**config.mk**
```make
export PLATFORM = sky130hd
export DESIGN_NAME = dp_seq_ctrl
export DESIGN_NICKNAME = d
export VERILOG_FILES = /design/src/rtl/dp_seq_pkg.sv /design/src/rtl/dp_seq_rr_arb.sv /design/src/rtl/dp_seq_ctrl.sv
export SDC_FILE = /design/constraint.sdc
export NUM_CORES = 1
export LEC_CHECK = 0
export ABC_AREA = 0
export CAP_MARGIN = 20
export CORE_MARGIN = 2
export CORE_UTILIZATION = 43
export CTS_CLUSTER_DIAMETER = 40
export DETAILED_ROUTE_END_ITERATION = 6
export GPL_ROUTABILITY_DRIVEN = 1
export GPL_TIMING_DRIVEN = 0
export PLACE_DENSITY = 0.81
export SETUP_SLACK_MARGIN = 0.3
export SYNTH_ARGS = -nofsm -noshare
export SYNTH_HDL_FRONTEND = slang
export SYNTH_SLANG_ARGS = --single-unit
```
**constraint.sdc**
```tcl
create_clock -name clk -period 4.7 [get_ports clk]
set_clock_uncertainty 0.2 [all_clocks]
set_input_delay 0.47 -clock clk [delete_from_list [all_inputs] [get_ports clk]]
set_output_delay 0.47 -clock clk [all_outputs]
set_load 0.005 [all_outputs]
```
**src/rtl/dp_seq_pkg.sv**
```systemverilog
// rtl/dp_seq_pkg.sv - shared types and widths for the datapath sequencer
//
// Purpose: FSM state encoding and datapath widths used by dp_seq_ctrl and
// dp_seq_rr_arb. No ports.
package dp_seq_pkg;

   localparam int DP_IN_W  = 4;
   localparam int DP_OUT_W = 38;

   typedef enum logic [1:0] {
      IDLE = 2'd0,
      EVAL = 2'd1,
      RESP = 2'd2
   } state_e;

endpackage

```
**src/rtl/dp_seq_rr_arb.sv**
```systemverilog
// rtl/dp_seq_rr_arb.sv - combinational round-robin arbiter
//
// Purpose: picks the first asserted requester found by searching upward from
// last_grant+1, wrapping modulo NUM_REQ.
// Ports:
//   req_valid   in   NUM_REQ  per-requester request
//   last_grant  in   ID_W     index granted most recently
//   grant       out  NUM_REQ  one-hot grant, zero when nothing is valid
//   grant_idx   out  ID_W     encoded grant index
//   any_valid   out  1        at least one request is asserted
module dp_seq_rr_arb
   import dp_seq_pkg::*;
#(
   parameter  int NUM_REQ = 4,
   localparam int ID_W    = $clog2(NUM_REQ)
) (
   input  logic [NUM_REQ-1:0] req_valid,
   input  logic [ID_W-1:0]    last_grant,
   output logic [NUM_REQ-1:0] grant,
   output logic [ID_W-1:0]    grant_idx,
   output logic               any_valid
);

   logic [ID_W-1:0] idx;

   // Offsets run 1..NUM_REQ so last_grant itself is visited last; this is
   // what lets a lone persistent requester win every time.
   always_comb begin
      grant     = '0;
      grant_idx = '0;
      any_valid = 1'b0;
      idx       = '0;
      for (int k = 1; k <= NUM_REQ; k++) begin
         idx = ID_W'((int'(last_grant) + k) % NUM_REQ);
         if (!any_valid && req_valid[idx]) begin
            any_valid   = 1'b1;
            grant[idx]  = 1'b1;
            grant_idx   = idx;
         end
      end
   end

endmodule

```
**src/rtl/dp_seq_ctrl.sv**
```systemverilog
// rtl/dp_seq_ctrl.sv - sequencer sharing one combinational datapath among requesters
//
// Purpose: accepts one 4-bit operand at a time (round-robin among NUM_REQ
// requesters), drives it registered into an external combinational datapath,
// captures the 38-bit result after the evaluation window and returns it with
// the owning requester id.
// Optional feature: define DPSEQ_MULTICYCLE_EN to stretch the evaluation
// window to EVAL_CYCLES cycles; otherwise it lasts exactly one cycle.
// Ports:
//   clk          in   1           clock, rising edge
//   rst          in   1           asynchronous active-high reset
//   req_valid    in   NUM_REQ     per-requester operand valid
//   req_data     in   4*NUM_REQ   operand i in bits [4i+3:4i]
//   req_ready    out  NUM_REQ     one-hot accept strobe, or zero
//   dp_in_data   out  4           registered operand to the datapath
//   dp_out_data  in   38          datapath result
//   rsp_valid    out  1           result valid
//   rsp_ready    in   1           result consumer ready
//   rsp_data     out  38          captured result
//   rsp_id       out  ID_W        requester owning rsp_data
//   busy         out  1           high whenever not idle
module dp_seq_ctrl
   import dp_seq_pkg::*;
#(
   parameter  int NUM_REQ     = 4,
   parameter  int EVAL_CYCLES = 2,
   localparam int ID_W        = $clog2(NUM_REQ)
) (
   input  logic                       clk,
   input  logic                       rst,
   input  logic [NUM_REQ-1:0]         req_valid,
   input  logic [DP_IN_W*NUM_REQ-1:0] req_data,
   output logic [NUM_REQ-1:0]         req_ready,
   output logic [DP_IN_W-1:0]         dp_in_data,
   input  logic [DP_OUT_W-1:0]        dp_out_data,
   output logic                       rsp_valid,
   input  logic                       rsp_ready,
   output logic [DP_OUT_W-1:0]        rsp_data,
   output logic [ID_W-1:0]            rsp_id,
   output logic                       busy
);

   localparam logic [1:0] ST_IDLE = IDLE;
   localparam logic [1:0] ST_EVAL = EVAL;
   localparam logic [1:0] ST_RESP = RESP;

   if (NUM_REQ < 2 || NUM_REQ > 16) begin : g_bad_num_req
      $error("dp_seq_ctrl: NUM_REQ must be 2..16");
   end
   if (EVAL_CYCLES < 1 || EVAL_CYCLES > 15) begin : g_bad_eval_cycles
      $error("dp_seq_ctrl: EVAL_CYCLES must be 1..15");
   end

   logic [1:0]          state;
   logic [ID_W-1:0]     last_grant;
   logic [ID_W-1:0]     id_q;
   logic [NUM_REQ-1:0]  grant;
   logic [ID_W-1:0]     grant_idx;
   logic                any_valid;
   logic [DP_IN_W-1:0]  sel_data;
   logic                eval_done;

   dp_seq_rr_arb #(
      .NUM_REQ (NUM_REQ)
   ) u_arb (
      .req_valid  (req_valid),
      .last_grant (last_grant),
      .grant      (grant),
      .grant_idx  (grant_idx),
      .any_valid  (any_valid)
   );

   assign sel_data  = req_data[grant_idx*DP_IN_W +: DP_IN_W];
   // Accept strobe is only offered while idle; requests seen in other states
   // simply wait for the next IDLE cycle.
   assign req_ready = (state == ST_IDLE) ? grant : '0;
   assign rsp_valid = (state == ST_RESP);
   assign busy      = (state != ST_IDLE);

`ifdef DPSEQ_MULTICYCLE_EN
   logic [3:0] eval_cnt;

   // Loaded on the accept edge so the first EVAL cycle already sees
   // EVAL_CYCLES-1; capture happens once it reaches zero.
   always_ff @(posedge clk or posedge rst) begin
      if (rst) begin
         eval_cnt <= 4'd0;
      end else if (state == ST_IDLE && any_valid) begin
         eval_cnt <= 4'(EVAL_CYCLES - 1);
      end else if (state == ST_EVAL && eval_cnt != 4'd0) begin
         eval_cnt <= eval_cnt - 4'd1;
      end
   end

   assign eval_done = (eval_cnt == 4'd0);
`else
   assign eval_done = 1'b1;
`endif

   always_ff @(posedge clk or posedge rst) begin
      if (rst) begin
         state      <= ST_IDLE;
         last_grant <= ID_W'(NUM_REQ - 1);
         id_q       <= '0;
         dp_in_data <= '0;
         rsp_data   <= '0;
         rsp_id     <= '0;
      end else begin
         case (state)
            ST_IDLE: begin
               if (any_valid) begin
                  dp_in_data <= sel_data;
                  id_q       <= grant_idx;
                  last_grant <= grant_idx;
                  state      <= ST_EVAL;
               end
            end
            ST_EVAL: begin
               if (eval_done) begin
                  rsp_data <= dp_out_data;
                  rsp_id   <= id_q;
                  state    <= ST_RESP;
               end
            end
            ST_RESP: begin
               if (rsp_ready) begin
                  state <= ST_IDLE;
               end
            end
            default: state <= ST_IDLE;
         endcase
      end
   end

endmodule

```
==> flow_summary.json <==
{
  "dp_hpwl_mm": 5.088,
  "p_per_area_nw_per_um2": 700.5,
  "synth_nets": 285,
  "finalSetupTns_ns": 0,
  "final_cell_mix": "109 x clkdlybuf4s50_1, 48 x dfrtp_1, 44 x mux2_2",
  "crit_slowest_cell": "dfstp_2",
  "layout_commonest_cell": "clkdlybuf4s50_1",
  "crit_fanout": 10,
  "grt_pass1_wl_mm": 9.825,
  "fmax_ghz": 0.2376,
  "post-route-cell-area_um2": 3975,
  "post-route-util_pct": 67.14,
  "die_h_um": 82.39,
  "seq_area_um2": 1254,
  "crit_type": "reg -> out",
  "max_cap_viol_count": 0,
  "synthFlopType": "dfrtp_1",
  "grt_usage_pct": 18.71,
  "viasPerCell": 5.263,
  "drt-initial-drc-count": 73,
  "synth-edff-count": 0,
  "grt_setup_unrepaired": "false",
  "report.final.slew_viol_count": 0,
  "dieWidth_um": 82.39,
  "ios": 111,
  "grt_pass1_vias": 2071,
  "gp_congestion": 0.8637,
  "max-vdd-ir-drop_v": 0.0003872,
  "crit_path_start_kind": "flop",
  "finalCritPeriodShare_pct": 89.54,
  "cpPeakStageDelay_ns": 0.59,
  "p_leak_nw": 1.640,
  "die_area_um2": 6788,
  "worstMarginPinSlew_ns": 0.5302,
  "worstPathRequired_ns": 4.03,
  "fill_cells": 439,
  "placed_cell_area_um2": 3847,
  "portBuffers": 109,
  "nets": 403,
  "clock_sinks": 50,
  "drt-total-wl_mm": 6.405,
  "dp.cells": 401,
  "drc": 0,
  "met2WireLength_mm": 3.129,
  "critical_path_buf_inv_count": 5,
  "drive_above_1_share_pct": 22.39,
  "wl_met3_um": 641,
  "diodes": 0,
  "row_count": 28,
  "vias": 2158,
  "outcome": "completed",
  "ys_seq_area_share_pct": 47.44,
  "synth_cells": 216,
  "crit_path_frequent_cell": "buf_2",
  "finalSetupViolations": 0,
  "power_mw": 2.785,
  "start_util_pct": 44.63,
  "cts_buffers": 5,
  "gr-total-overflow": 0,
  "crit_chain": "clkbuf_2 -> inv_1 -> ha_1 -> buf_2 -> mux4_2 -> buf_2 -> nor3b_4 -> a221oi_1 -> nor2_1 -> clkdlybuf4s50_1",
  "htree_num_levels": 2,
  "netlist_area_um2": 2643,
  "antenna_found_initial": 0,
  "cp-end-kind": "output pin",
  "multi_input_comb_area_um2": 1303,
  "cts_tree": "yes",
  "stdcell_count": 410,
  "grt_max_degree": 27,
  "clockBufferDepth": 2,
  "wl_met1_mm": 2.606,
  "root_buffer": "clkbuf_8",
  "critical-path-top-delay-family": "buffers and inverters",
  "cp.arrival_ns": 3.54,
  "slew-limit-headroom_pct": 64.60,
  "min_period_ns": 4.208,
  "core_um2": 5921,
  "synth_cell_types": 47,
  "firstDrtPassIters": 5,
  "top_layer": "met4",
  "wl_per_cell_um": 15.62,
  "area_growth_pct": 50.43,
  "synthArstFlopShare_pct": 100.0,
  "path_clk_slew_ns": 0.08,
  "clk_latency_ns": 0.28,
  "drtAntennaViolNets": 0,
  "final-hold-violation-count": 0,
  "synth_warnings": 0,
  "avgSynthCellArea_um2": 12.23,
  "holdCritPathClass": "reg -> reg",
  "ys_ff_latch": 50
}
-- flip-flops by register name (all words and copies together), names as in the netlist --
register / count
state: 2
rsp_data: 38
last_grant: 2
id_q: 2
rsp_id: 2
dp_in_data: 4
-- worst register-to-register path, cell delays in order (launching register included) --
cell	delay [ns]
dfstp_2	0.59
clkbuf_2	0.22
inv_1	0.16
ha_1	0.30
buf_2	0.19
mux4_2	0.58
nor4_1	0.30
or2_1	0.15
buf_6	0.13
nor3_1	0.10
and3_1	0.21
a221o_1	0.26
-- synthesized netlist by cell type, drive strengths merged (3+ instances only) --
cell type	number	area [µm²]
mux2i	7	70.07
o21ai	6	33.78
inv	7	26.28
o311ai	3	26.28
mux2	44	495.5
nor2	13	51.30
nand2	10	37.54
dfrtp	48	1201
a22oi	4	30.03
o211ai	4	30.03
clkbuf	6	22.52
o21bai	3	22.52
ha	8	100.1
a21oi	3	18.77
a221oi	5	50.04
buf	8	48.79
mux4	4	93.84
o22ai	5	31.28
-- path summary, 6_finish.rpt --
path                                from  slack (ns)  depth (start not counted)       endpoint
min reg2reg                      id_q[0]        0.28                          2        id_q[0]
max in group asynchronous            rst        3.44                          3    rsp_data[3]
max                        last_grant[1]        0.49                         10   req_ready[1]
min in group asynchronous            rst        0.34                          2   rsp_data[10]
min                              id_q[0]        0.28                          2        id_q[0]
max reg2reg                last_grant[1]        1.20                         11  dp_in_data[0]
-- final cells by class --
cell class              instances  share of cell area [%]
multi-input cells             145                   32.77
flip-flops and latches         50                   31.54
repair buffers                111                   28.14
well taps                      75                   2.361
clock buffers                   7                   1.920
plain buffers                  14                   1.857
clock inverters                 1                  0.7554
inverters                       7                  0.6610
-- cells by family (layout without fill, tap and decap cells) --
| group | after synthesis | after routing | share of synthesized area (%) |
|---|---|---|---|
| and+or+nand+nor | 39 | 39 | 7.434 |
| DFF | 50 | 50 | 47.44 |
| buffers and inverters | 21 | 140 | 3.693 |
| xor gates and xnor gates | 2 | 2 | 0.6630 |
| AOI/OAI and AO/OA | 41 | 41 | 12.03 |
| muxes | 55 | 55 | 24.95 |
| adders and majority gates | 8 | 8 | 3.788 |
-- where the power goes --
group          total (mW)  switching, mW  internal (mW)  leakage (nW)
Clock               0.285          0.126          0.159        0.0524
Combinational        1.72          0.733          0.983          1.00
Sequential          0.783          0.116          0.667         0.585
-- per-layer routing --
metal	up-vias	track usage, %
met5	-	0
met4	0	3.500
met3	2	5.543
met2	91	33.23
met1	1031	22.52
li1	1034	-
-- what timing repair did --
action	4_1_cts	5_1_grt
pin swaps	0	1
gates resized for setup	2	4
setup endpoints to repair	4	4
hold buffers	0	0
setup buffers	0	1
-- metrics by stage --
step,setup slack [ns],hold slack [ns]
5_1_grt,0.3000,0.3267
6_report,0.4917,0.2769
3_3_place_gp,0.4037,0.2596
3_5_place_dp,0.3053,0.2672
4_1_cts,0.3180,0.2872
2_1_floorplan,1.229,0.2452
(Power assumes the default switching activity.)
